[src/rtl/reg_bus_initiator.sv]
// reg_bus_initiator: takes read / write / read-modify-write commands on a
// valid/ready port, drives single-cycle register bus strobes, captures read
// data after a fixed latency and returns one response per command.
module reg_bus_initiator #(
  parameter int unsigned RD_LATENCY = 1
) (
  input  logic        i_clk,
  input  logic        i_rst_n,
  input  logic        i_cmd_valid,
  output logic        o_cmd_ready,
  input  logic [1:0]  i_cmd_op,
  input  logic [31:0] i_cmd_addr,
  input  logic [31:0] i_cmd_wdata,
  input  logic [31:0] i_cmd_mask,
  output logic        o_rsp_valid,
  input  logic        i_rsp_ready,
  output logic [31:0] o_rsp_rdata,
  output logic        o_rsp_err,
  output logic        o_write,
  output logic        o_read,
  output logic [31:0] o_addr,
  output logic [31:0] o_wdata,
  input  logic [31:0] i_rdata
);

  localparam logic [1:0] OP_WR  = 2'b00;
  localparam logic [1:0] OP_RD  = 2'b01;
  localparam logic [1:0] OP_RMW = 2'b10;
  localparam logic [3:0] LAT    = 4'(RD_LATENCY);

  typedef enum logic [2:0] {
    S_IDLE, S_WR, S_RD, S_WAIT, S_MOD, S_RSP
  } state_t;

  state_t      state_q, state_d;
  logic [1:0]  op_q, op_d;
  logic [31:0] wdata_q, wdata_d;
  logic [31:0] mask_q, mask_d;
  logic [3:0]  cnt_q, cnt_d;

  // registered outputs
  logic        cmd_ready_q, cmd_ready_d;
  logic        rsp_valid_q, rsp_valid_d;
  logic [31:0] rsp_rdata_q, rsp_rdata_d;
  logic        rsp_err_q, rsp_err_d;
  logic        write_q, write_d;
  logic        read_q, read_d;
  logic [31:0] addr_q, addr_d;
  logic [31:0] bus_wdata_q, bus_wdata_d;

  // Next-state and next-output logic. Outputs are computed for the state being
  // entered so every bus and response signal comes straight from a flop.
  always_comb begin
    state_d     = state_q;
    op_d        = op_q;
    wdata_d     = wdata_q;
    mask_d      = mask_q;
    cnt_d       = cnt_q;
    rsp_rdata_d = rsp_rdata_q;
    rsp_err_d   = rsp_err_q;
    addr_d      = addr_q;
    bus_wdata_d = bus_wdata_q;
    write_d     = 1'b0;
    read_d      = 1'b0;
    case (state_q)
      S_IDLE: begin
        if (i_cmd_valid) begin
          op_d        = i_cmd_op;
          wdata_d     = i_cmd_wdata;
          mask_d      = i_cmd_mask;
          rsp_rdata_d = '0;
          rsp_err_d   = 1'b0;
          case (i_cmd_op)
            OP_WR: begin
              state_d     = S_WR;
              write_d     = 1'b1;
              addr_d      = i_cmd_addr;
              bus_wdata_d = i_cmd_wdata;
            end
            OP_RD, OP_RMW: begin
              state_d = S_RD;
              read_d  = 1'b1;
              addr_d  = i_cmd_addr;
            end
            default: begin
              // illegal op: no bus traffic, error response next cycle
              state_d   = S_RSP;
              rsp_err_d = 1'b1;
            end
          endcase
        end
      end
      S_WR: state_d = S_RSP;
      S_RD: begin
        cnt_d   = LAT;
        state_d = S_WAIT;
      end
      S_WAIT: begin
        cnt_d = cnt_q - 4'd1;
        // counter at 1 marks the cycle the read data is valid on the bus
        if (cnt_q == 4'd1) begin
          rsp_rdata_d = i_rdata;
          if (op_q == OP_RMW) begin
            state_d     = S_MOD;
            write_d     = 1'b1;
            bus_wdata_d = (i_rdata & ~mask_q) | (wdata_q & mask_q);
          end else begin
            state_d = S_RSP;
          end
        end
      end
      S_MOD: state_d = S_RSP;
      S_RSP: if (i_rsp_ready) state_d = S_IDLE;
      default: state_d = S_IDLE;
    endcase
    cmd_ready_d = (state_d == S_IDLE);
    rsp_valid_d = (state_d == S_RSP);
  end

  // State and output registers; reset drops any in-flight command.
  always_ff @(posedge i_clk or negedge i_rst_n) begin
    if (!i_rst_n) begin
      state_q     <= S_IDLE;
      op_q        <= OP_WR;
      wdata_q     <= '0;
      mask_q      <= '0;
      cnt_q       <= '0;
      cmd_ready_q <= 1'b1;
      rsp_valid_q <= 1'b0;
      rsp_rdata_q <= '0;
      rsp_err_q   <= 1'b0;
      write_q     <= 1'b0;
      read_q      <= 1'b0;
      addr_q      <= '0;
      bus_wdata_q <= '0;
    end else begin
      state_q     <= state_d;
      op_q        <= op_d;
      wdata_q     <= wdata_d;
      mask_q      <= mask_d;
      cnt_q       <= cnt_d;
      cmd_ready_q <= cmd_ready_d;
      rsp_valid_q <= rsp_valid_d;
      rsp_rdata_q <= rsp_rdata_d;
      rsp_err_q   <= rsp_err_d;
      write_q     <= write_d;
      read_q      <= read_d;
      addr_q      <= addr_d;
      bus_wdata_q <= bus_wdata_d;
    end
  end

  assign o_cmd_ready = cmd_ready_q;
  assign o_rsp_valid = rsp_valid_q;
  assign o_rsp_rdata = rsp_rdata_q;
  assign o_rsp_err   = rsp_err_q;
  assign o_write     = write_q;
  assign o_read      = read_q;
  assign o_addr      = addr_q;
  assign o_wdata     = bus_wdata_q;

endmodule

[config.mk]
export PLATFORM = sky130hd
export DESIGN_NAME = reg_bus_initiator
export DESIGN_NICKNAME = d
export VERILOG_FILES = /design/src/rtl/reg_bus_initiator.sv
export SDC_FILE = /design/constraint.sdc
export NUM_CORES = 1
export LEC_CHECK = 0
export ABC_AREA = 1
export CORE_UTILIZATION = 52
export CTS_BUF_LIST = sky130_fd_sc_hd__clkbuf_8
export CTS_CLUSTER_SIZE = 24
export DETAILED_ROUTE_END_ITERATION = 16
export PLACE_DENSITY_LB_ADDON = 0.12
export SYNTH_ARGS = -nofsm -noshare
export SYNTH_HDL_FRONTEND = slang
export SYNTH_SLANG_ARGS = --single-unit
[constraint.sdc]
create_clock -name i_clk -period 3.5 [get_ports i_clk]
set_input_delay 0.35 -clock i_clk [delete_from_list [all_inputs] [get_ports i_clk]]
set_output_delay 0.35 -clock i_clk [all_outputs]
set_load 0.02 [all_outputs]
Yosys cells after proc, flatten, opt, wreduce, memory -nomap -nowiden
Cells that the tools add are included.
{"block": "word_totals", "reg_bits": 174, "out_inout_bits": 101, "inputBits": 134}
{"block": "classes", "n_bitwise": 4, "mux": 24, "n_reduce_logical": 12, "eq_ne": 14, "addsub": 1}
{"cell": "$mux W32", "count": 6}
{"cell": "$pmux W32 S2", "count": 2}
{"cell": "$and A32 B32 Y32", "count": 2}
{"cell": "$not A32 Y32", "count": 1}
{"cell": "$or A32 B32 Y32", "count": 1}
{"cell": "$pmux W3 S5", "count": 1}
{"cell": "$eq A3 B3 Y1 const B", "count": 3}
{"cell": "$mux W1", "count": 9}
{"cell": "$mux W3", "count": 3}
{"cell": "$pmux W4 S2", "count": 1}
{"cell": "$eq A3 B2 Y1 const B", "count": 2}
{"cell": "$logic_not A3 Y1", "count": 2}
{"cell": "$ne A2 B2 Y1 const B", "count": 3}
{"cell": "$pmux W3 S2", "count": 1}
{"cell": "$reduce_and A3 Y1", "count": 2}
{"cell": "$reduce_and A5 Y1", "count": 1}
{"cell": "$eq A2 B2 Y1 const B", "count": 2}
{"cell": "$eq A4 B1 Y1 const B", "count": 1}
{"cell": "$reduce_bool A2 Y1", "count": 2}
{"cell": "$reduce_or A2 Y1", "count": 2}
{"cell": "$sub A4 B1 Y4 const B", "count": 1}
{"cell": "$eq A3 B1 Y1 const B", "count": 1}
{"cell": "$reduce_or A3 Y1", "count": 1}
{"cell": "$eq A2 B1 Y1 const B", "count": 1}
{"cell": "other kinds (4)", "count": 4}

Depth between registers and ports, before layout
Gate-level depths: netlist of run 1.
{"block": "depth", "depth_word": 6, "depth_mapped": 9, "mapped_depth_nobuf": 9}

Worst setup path before layout of run 1
OpenSTA, ideal clock, no wires.
{"block": "synth_timing", "path_type": "register to register", "from": "reg cnt_q[1]", "to": "reg bus_wdata_q[10] (netlist: o_wdata[10])", "stages_incl_launch_ff": 9, "setup_slack_ps": 2074, "t_required_ps": 3383, "setup_time_ps": 117, "arrival_time_ps": 1309, "period_less_slack_ps": 1426, "path_cell_list": "dfrtp_1 inv_1 ha_1 nand2_1 nor2_1 nand3_1 clkbuf_1 nand3_1 nand2_1"}
{"block": "synth_via", "elab_chain_len": 3}
{"item": "start, declared", "line": "39", "source": "logic [3:0] cnt_q, cnt_d;"}
{"item": "start signal, assigned", "line": "141", "source": "cnt_q <= cnt_d;"}
{"item": "$eq A4 B1 Y1", "line": "101", "source": "if (cnt_q == 4'd1) begin"}
{"item": "$ne A2 B2 Y1 (no line)"}
{"item": "$reduce_and A5 Y1 (no line)"}
{"item": "end signal, assigned", "line": "149", "source": "bus_wdata_q <= bus_wdata_d;"}
{"item": "end, declared", "line": "49", "source": "logic [31:0] bus_wdata_q, bus_wdata_d;"}
Every way passes these cells.
A chain may end at the register's enable or synchronous reset.

Final worst setup path of run 1
{"block": "layout_timing", "from": "reg state_q[2]", "to": "reg addr_q[26] (netlist: o_addr[26])"}
{"block": "layout_via", "elab_chain_len": 2}
{"item": "start, declared", "line": "35", "source": "state_t state_q, state_d;"}
{"item": "start signal, assigned", "line": "137", "source": "state_q <= state_d;"}
{"item": "$logic_not A3 Y1", "line": "65", "source": "case (state_q)"}
{"item": "$reduce_and A3 Y1 (no line)"}
{"item": "end signal, assigned", "line": "148", "source": "addr_q <= addr_d;"}
{"item": "end, declared", "line": "48", "source": "logic [31:0] addr_q, addr_d;"}
Every way passes these cells.

==> results of run 1 <==
==> cell type report <==
cell class              count  share of cell area, %
flip-flops and latches    174                   41.3
multi-input cells         630                   25.8
repair buffers            246                   23.2
inverters                  80                   2.85
clock buffers              19                   2.48
clock inverters            13                   2.29
well taps                 180                   2.13
==> flip-flops by register name, summed over array words and instances (netlist names), 2 cells and up <==
| register | flops |
|---|---|
| state_q | 3 |
| o_rsp_rdata | 32 |
| cnt_q | 4 |
| mask_q | 32 |
| op_q | 2 |
| o_wdata | 32 |
| o_addr | 32 |
| wdata_q | 32 |
==> logic make-up after synthesis <==
| kind of cell | Yosys count | synth area share (%) |
|---|---|---|
| and+or+nand+nor | 519 | 27.5 |
| AOI/OAI and AO/OA | 106 | 7.00 |
| adders and majority gates | 4 | 0.654 |
| buffers and inverters | 130 | 7.80 |
| xor gates and xnor gates | 1 | 0.114 |
| DFF | 174 | 56.9 |
==> tightest hold or removal path: stages <==
cell and delay, ns:
clkdlybuf4s50_1 0.39, nand2_1 0.06, nand2_1 0.04
==> routing by layer <==
layer / GRT usage, % / routed length [um] / up-vias / part of all wire [%]
li1: - / - / 3341 / -
met3: 5.49 / 1280 / 25 / 6.6
met1: 36.3 / 8680 / 3206 / 44
met2: 43.6 / 9270 / 230 / 47
met5: 0 / 0 / - / 0
met4: 9.41 / 308 / 0 / 1.6
==> final timing paths <==
kind,startpoint,endpoint,depth (start not counted)
min in group asynchronous,i_rst_n,o_rsp_rdata[5]$_DFFE_PN0P_,2
worst max register to register,state_q[2]$_DFF_PN0_,o_addr[26]$_DFFE_PN0P_,6
max in group asynchronous,i_rst_n,o_cmd_ready$_DFF_PN1_,3
worst min-delay path,i_cmd_addr[16],o_addr[16]$_DFFE_PN0P_,3
worst min register to register,o_addr[19]$_DFFE_PN0P_,o_addr[19]$_DFFE_PN0P_,2
worst max-delay path,state_q[2]$_DFF_PN0_,o_addr[26]$_DFFE_PN0P_,6
==> through the flow <==
stage	worst slack [ns]	instance area, um2	util, %	total power [mW]
2_1_floorplan	2.07	7650	-	4.78
3_3_place_gp	1.06	10000	71.2	6.04
3_5_place_dp	1.03	10000	71.2	6.12
4_1_cts	1.21	10600	74.9	7.88
5_1_grt	0.990	10600	74.9	8.33
6_report	1.24	10600	74.9	7.83
==> layout by cell type (no fill, tap or decap), types with 2 or more instances in the layout <==
| cell type | count |
|---|---|
| inv_1 | 78 |
| nand3_1 | 100 |
| dfrtp_1 | 173 |
| o22ai_1 | 2 |
| clkdlybuf4s50_1 | 233 |
| nor2_1 | 11 |
| buf_4 | 10 |
| o21ai_1 | 16 |
| ha_1 | 4 |
| clkinv_2 | 4 |
| inv_2 | 3 |
| nand2_2 | 2 |
| clkbuf_8 | 19 |
| bufinv_16 | 7 |
| o21ai_0 | 86 |
| nand2_1 | 401 |
==> power by group through the flow <==
stage | clock network (mW) | registers [mW] | logic, mW
after floorplan | 0 | 3.72 | 1.06
after global placement | 0 | 3.27 | 2.77
after detailed placement | 0 | 3.28 | 2.84
after CTS | 1.76 | 3.26 | 2.85
after global routing | 1.84 | 3.37 | 3.11
final | 1.74 | 3.27 | 2.83
==> repair_timing <==
| action | CTS | global route |
|---|---|---|
| endpoints found under the hold margin | 72 | 0 |
| hold buffers | 1 | 0 |
| endpoints found under the setup margin | 0 | 0 |
==> out/qor.txt, run 1 <==
Starting Density: 54.3%
status: completed
Clk pwr share: 22.2%
CP peak stage delay: 0.49 ns
PostCTS Resize Cnt: 0
Post-synth top flop: dfrtp_1
final number of setup-violating endpoints: 0
vias in the first global route: 6360
gpl congestion: 0.796
hold crit path type: primary input to flip-flop
Setup TNS: 0 ns
mapped cell area: 7650 um2
core area: 14100 um2
min Tclk post-route: 2.26 ns
Peak VDD IR: 0.000534 V
DRC: 0
CTS H-tree depth: 4
Arr. time, crit path: 2.60 ns
Num CTS Buffers: 17
Die Wd: 123 um
fmax: 0.443 GHz
crit path cell chain: nor2_2 > nand3_4 > nor2_8 > inv_2 > nand2_1 > nand2_1
RSZ-0062 raised after global routing: false
area delta synth->final: 37.9%
critical path class: flip-flop to flip-flop
CP Capture Type: flip-flop
Lkg Pwr: 5.29 nW
CP Max Fanout: 35
Syn. warnings: 0
Vias/cell: 5.07
CP top delay family: simple AND/OR/NAND/NOR gates
ys async rst share: 100%
period utilization: 64.5%
diodes inserted: 0
Netlist cell types: 23
initial antenna violation count: 0
top-count cell post-synth: nand2_1
slowest stage cell, crit path: nor2_8
Die Area: 15200 um2
worst clock skew: 0.0107 ns
drt initial violations: 620
Max-Cap Viols: 0
share of cells above drive strength 1: 4.65%
Fin. Hold Viols: 0
gr ovfl total: 0
crit path buf inv count: 1
post-synth net total: 1072
Psw: 2.71 mW
CTS Buffer Depth: 2
area leader, netlist: dfrtp_1
Slew @ Worst Pin: 0.750 ns
footprint of the multi-input gates: 2720 um2
Yosys top cell area share: 56.6%
final antenna-violating net count: 0
Port Buf Inserts: 234
critical path launch point type: flip-flop
Total GRT Usage: 27.0%
pwr/cell area: 743 nW/um2
Die H: 123 um
register area share after synthesis: 56.9%
Worst slew margin: 49.8%
Seq cells post-synth: 174
Hold Slack: 0.422 ns
Synth Area per Inst: 8.19 um2
Setup Fix Bufs, Post-CTS: 0
wire length per cell: 14.6 um
Clk Latency, worst-skew pair: 0.45 ns
part of the power in registers: 41.8%
EDFF count, synth: 0
final std cells w/o fill: 1342
row cnt: 43
CP most frequent cell: nand2_1
Slew Viols, Final: 0
largest net degree at the start of global routing: 75
io pins: 235
net count reported at finish: 1287
Root Buffer: clkbuf_8
via count: 6802
combinational power share: 36.1%
drt pass-1 iters: 5
Required @ worst endpoint: 3.85 ns
Fillers: 1107
top cells by count, synth: nand2_1, dfrtp_1, nand3_1
TritonCTS clock tree: built
Placed Cells: 1309
hpwl dp: 12700 um
Syn Inst Count: 934
TritonCTS Sinks: 174
Reg2Reg Setup Slack: 1.24 ns
Routed Wire Length: 19500 um
first-pass GRT wire length: 31300 um
sw frac: 34.5%
Worst-path clk slew: 0.09 ns
FF+latch area: 4360 um2
Int Power: 5.13 mW
Area contributors post-synth: dfrtp_1, nand2_1, nand3_1, o21ai_0, inv_1
No activity file was read; power rests on OpenSTA's default activity.
==> run 2: changes to the inputs <==
--- a/config.mk
+++ b/config.mk
@@ -6,7 +6,7 @@
 export NUM_CORES = 1
 export LEC_CHECK = 0
 export ABC_AREA = 1
-export CORE_UTILIZATION = 52
+export CORE_UTILIZATION = 49
 export CTS_BUF_LIST = sky130_fd_sc_hd__clkbuf_8
 export CTS_CLUSTER_SIZE = 24
 export DETAILED_ROUTE_END_ITERATION = 16
==> constraint.sdc (replaced) <==
create_clock -name i_clk -period 2.1 [get_ports i_clk]
set_input_delay 0.21 -clock i_clk [delete_from_list [all_inputs] [get_ports i_clk]]
set_output_delay 0.21 -clock i_clk [all_outputs]
set_load 0.02 [all_outputs]
==> run 2 against run 1 <==
Net effect:
- worst hold slack got worse by 0.17 ns
- register-to-register slack worse by 0.88 ns
- utilization fell by 5.7 points
- die area grew 6.0%
- via count down 1.0%
- total power is 58% higher
- critical endpoint is now o_cmd_ready
- largest cell class unchanged
==> out/qor.txt, run 2 (same netlist as run 1, synthesis figures left out) <==
CTS H-tree depth: 4
critical path class: flip-flop to primary output
final antenna-violating net count: 0
Setup Fix Bufs, Post-CTS: 0
Slew Viols, Final: 0
DRC: 0
worst clock skew: 0.0130 ns
Die Area: 16100 um2
Vias/cell: 4.96
leading cell types in the layout, fill and taps excluded: nand2_1, clkdlybuf4s50_1, dfrtp_1
drt initial violations: 440
Worst-path clk slew: 0.10 ns
final std cells w/o fill: 1358
CP top delay family: buffers and inverters
final number of setup-violating endpoints: 0
TritonCTS Sinks: 174
Port Buf Inserts: 234
Num CTS Buffers: 17
CTS Buffer Depth: 2
CP peak stage delay: 0.61 ns
crit path cell chain: clkdlybuf4s50_1
RSZ-0062 raised after global routing: false
Die Wd: 127 um
FF+latch area: 4360 um2
Setup TNS: 0 ns
vias in the first global route: 6565
Total Power: 12.4 mW
fin worst setup slack: 0.310 ns
CP Launch Point: o_cmd_ready$_DFF_PN1_
area delta synth->final: 37.5%
pwr/cell area: 1170 nW/um2
Required @ worst endpoint: 1.89 ns
footprint of the multi-input gates: 2720 um2
Clk Latency, worst-skew pair: 0.46 ns
Fin. Hold Viols: 0
crit path buf inv count: 1
hold crit path type: primary input to async pin
via count: 6733
hpwl dp: 13600 um
Slew @ Worst Pin: 0.567 ns
net count reported at finish: 1294
Routed Wire Length: 19600 um
Arr. time, crit path: 1.58 ns
Total GRT Usage: 25.9%
drt pass-1 iters: 6
gr ovfl total: 0
largest net degree at the start of global routing: 72
worst r2r src: cnt_q[1]$_DFFE_PN0P_
critical path launch point type: flip-flop
row cnt: 45
Peak VDD IR: 0.000641 V
core area: 15200 um2
DP Worst Slack: 0.337 ns
TritonCTS clock tree: built
CP Max Fanout: 1
gpl congestion: 0.780
Lkg Pwr: 5.26 nW
initial antenna violation count: 1
io pins: 235
first-pass GRT wire length: 32500 um
Hold Slack: 0.256 ns
CP Capture Type: primary output
Starting Density: 50.3%
share of cells above drive strength 1: 5.22%
min Tclk post-route: 1.79 ns
Placed Cells: 1324
wire length per cell: 14.4 um
slowest stage cell, crit path: clkdlybuf4s50_1
Max-Cap Viols: 0
commonest non-fill, non-tap cell in the layout: nand2_1
Root Buffer: clkbuf_8
Worst slew margin: 62.2%
period utilization: 85.2%
PostCTS Resize Cnt: 0
status: completed
Post-CTS Hold Buffers: 1
Fillers: 1305
fmax: 0.559 GHz
Die H: 127 um
## run 2: cell count changes in the layout (fill, tap and decap cells not counted), sizes merged
cell	before	now
clkinv	4	6
clkbuf	19	18
inv	81	82
buf	12	19
clkinvlp	1	5
bufinv	7	1
diode	0	1
## run 2: layout make-up
| class | count | share of cell area (%) |
|---|---|---|
| Sequential cell | 174 | 41.4 |
| Multi-Input combinational cell | 630 | 25.8 |
| Timing Repair Buffer | 253 | 24.1 |
| Inverter | 80 | 2.85 |
| Clock buffer | 18 | 2.35 |
| Tap cell | 188 | 2.24 |
| Clock inverter | 14 | 1.15 |
| Antenna cell | 1 | 0.0238 |
## run 2: report_power, final
group	internal (mW)	switching, mW	total [mW]
clock	0.965	1.24	2.21
combinational	2.21	2.50	4.71
sequential	4.66	0.782	5.44
total	7.83	4.53	12.4
## run 2: per-layer routing
layer  vias up  GRT usage [%]  wire [um]
met2       188           43.8       9730
met1      3155           33.9       8510
li1       3365              -          -
met3        25           5.32       1010
met5         -              0          0
met4         0           7.84        344
## run 2: path summary, 6_finish.rpt
path / endpoint / depth (start not counted) / slack [ns]
worst min register to register: o_addr[30]$_DFFE_PN0P_ / 2 / 0.47
min in group i_clk: o_addr[4]$_DFFE_PN0P_ / 3 / 0.28
worst min-delay path: mask_q[9]$_DFFE_PN0P_ / 2 / 0.26
worst max-delay path: o_cmd_ready / 1 / 0.31
worst max register to register: o_rsp_rdata[29]$_DFFE_PN0P_ / 9 / 0.36
max in group asynchronous: o_wdata[18]$_DFFE_PN0P_ / 3 / 1.09
## run 2: per-stage QoR
stage / instance area [um2] / util (%)
global placement: 10100 / 66.7
finish: 10500 / 69.2
global route: 10500 / 69.2
detailed placement: 10100 / 66.7
floorplan: 7650 / -
CTS: 10500 / 69.2
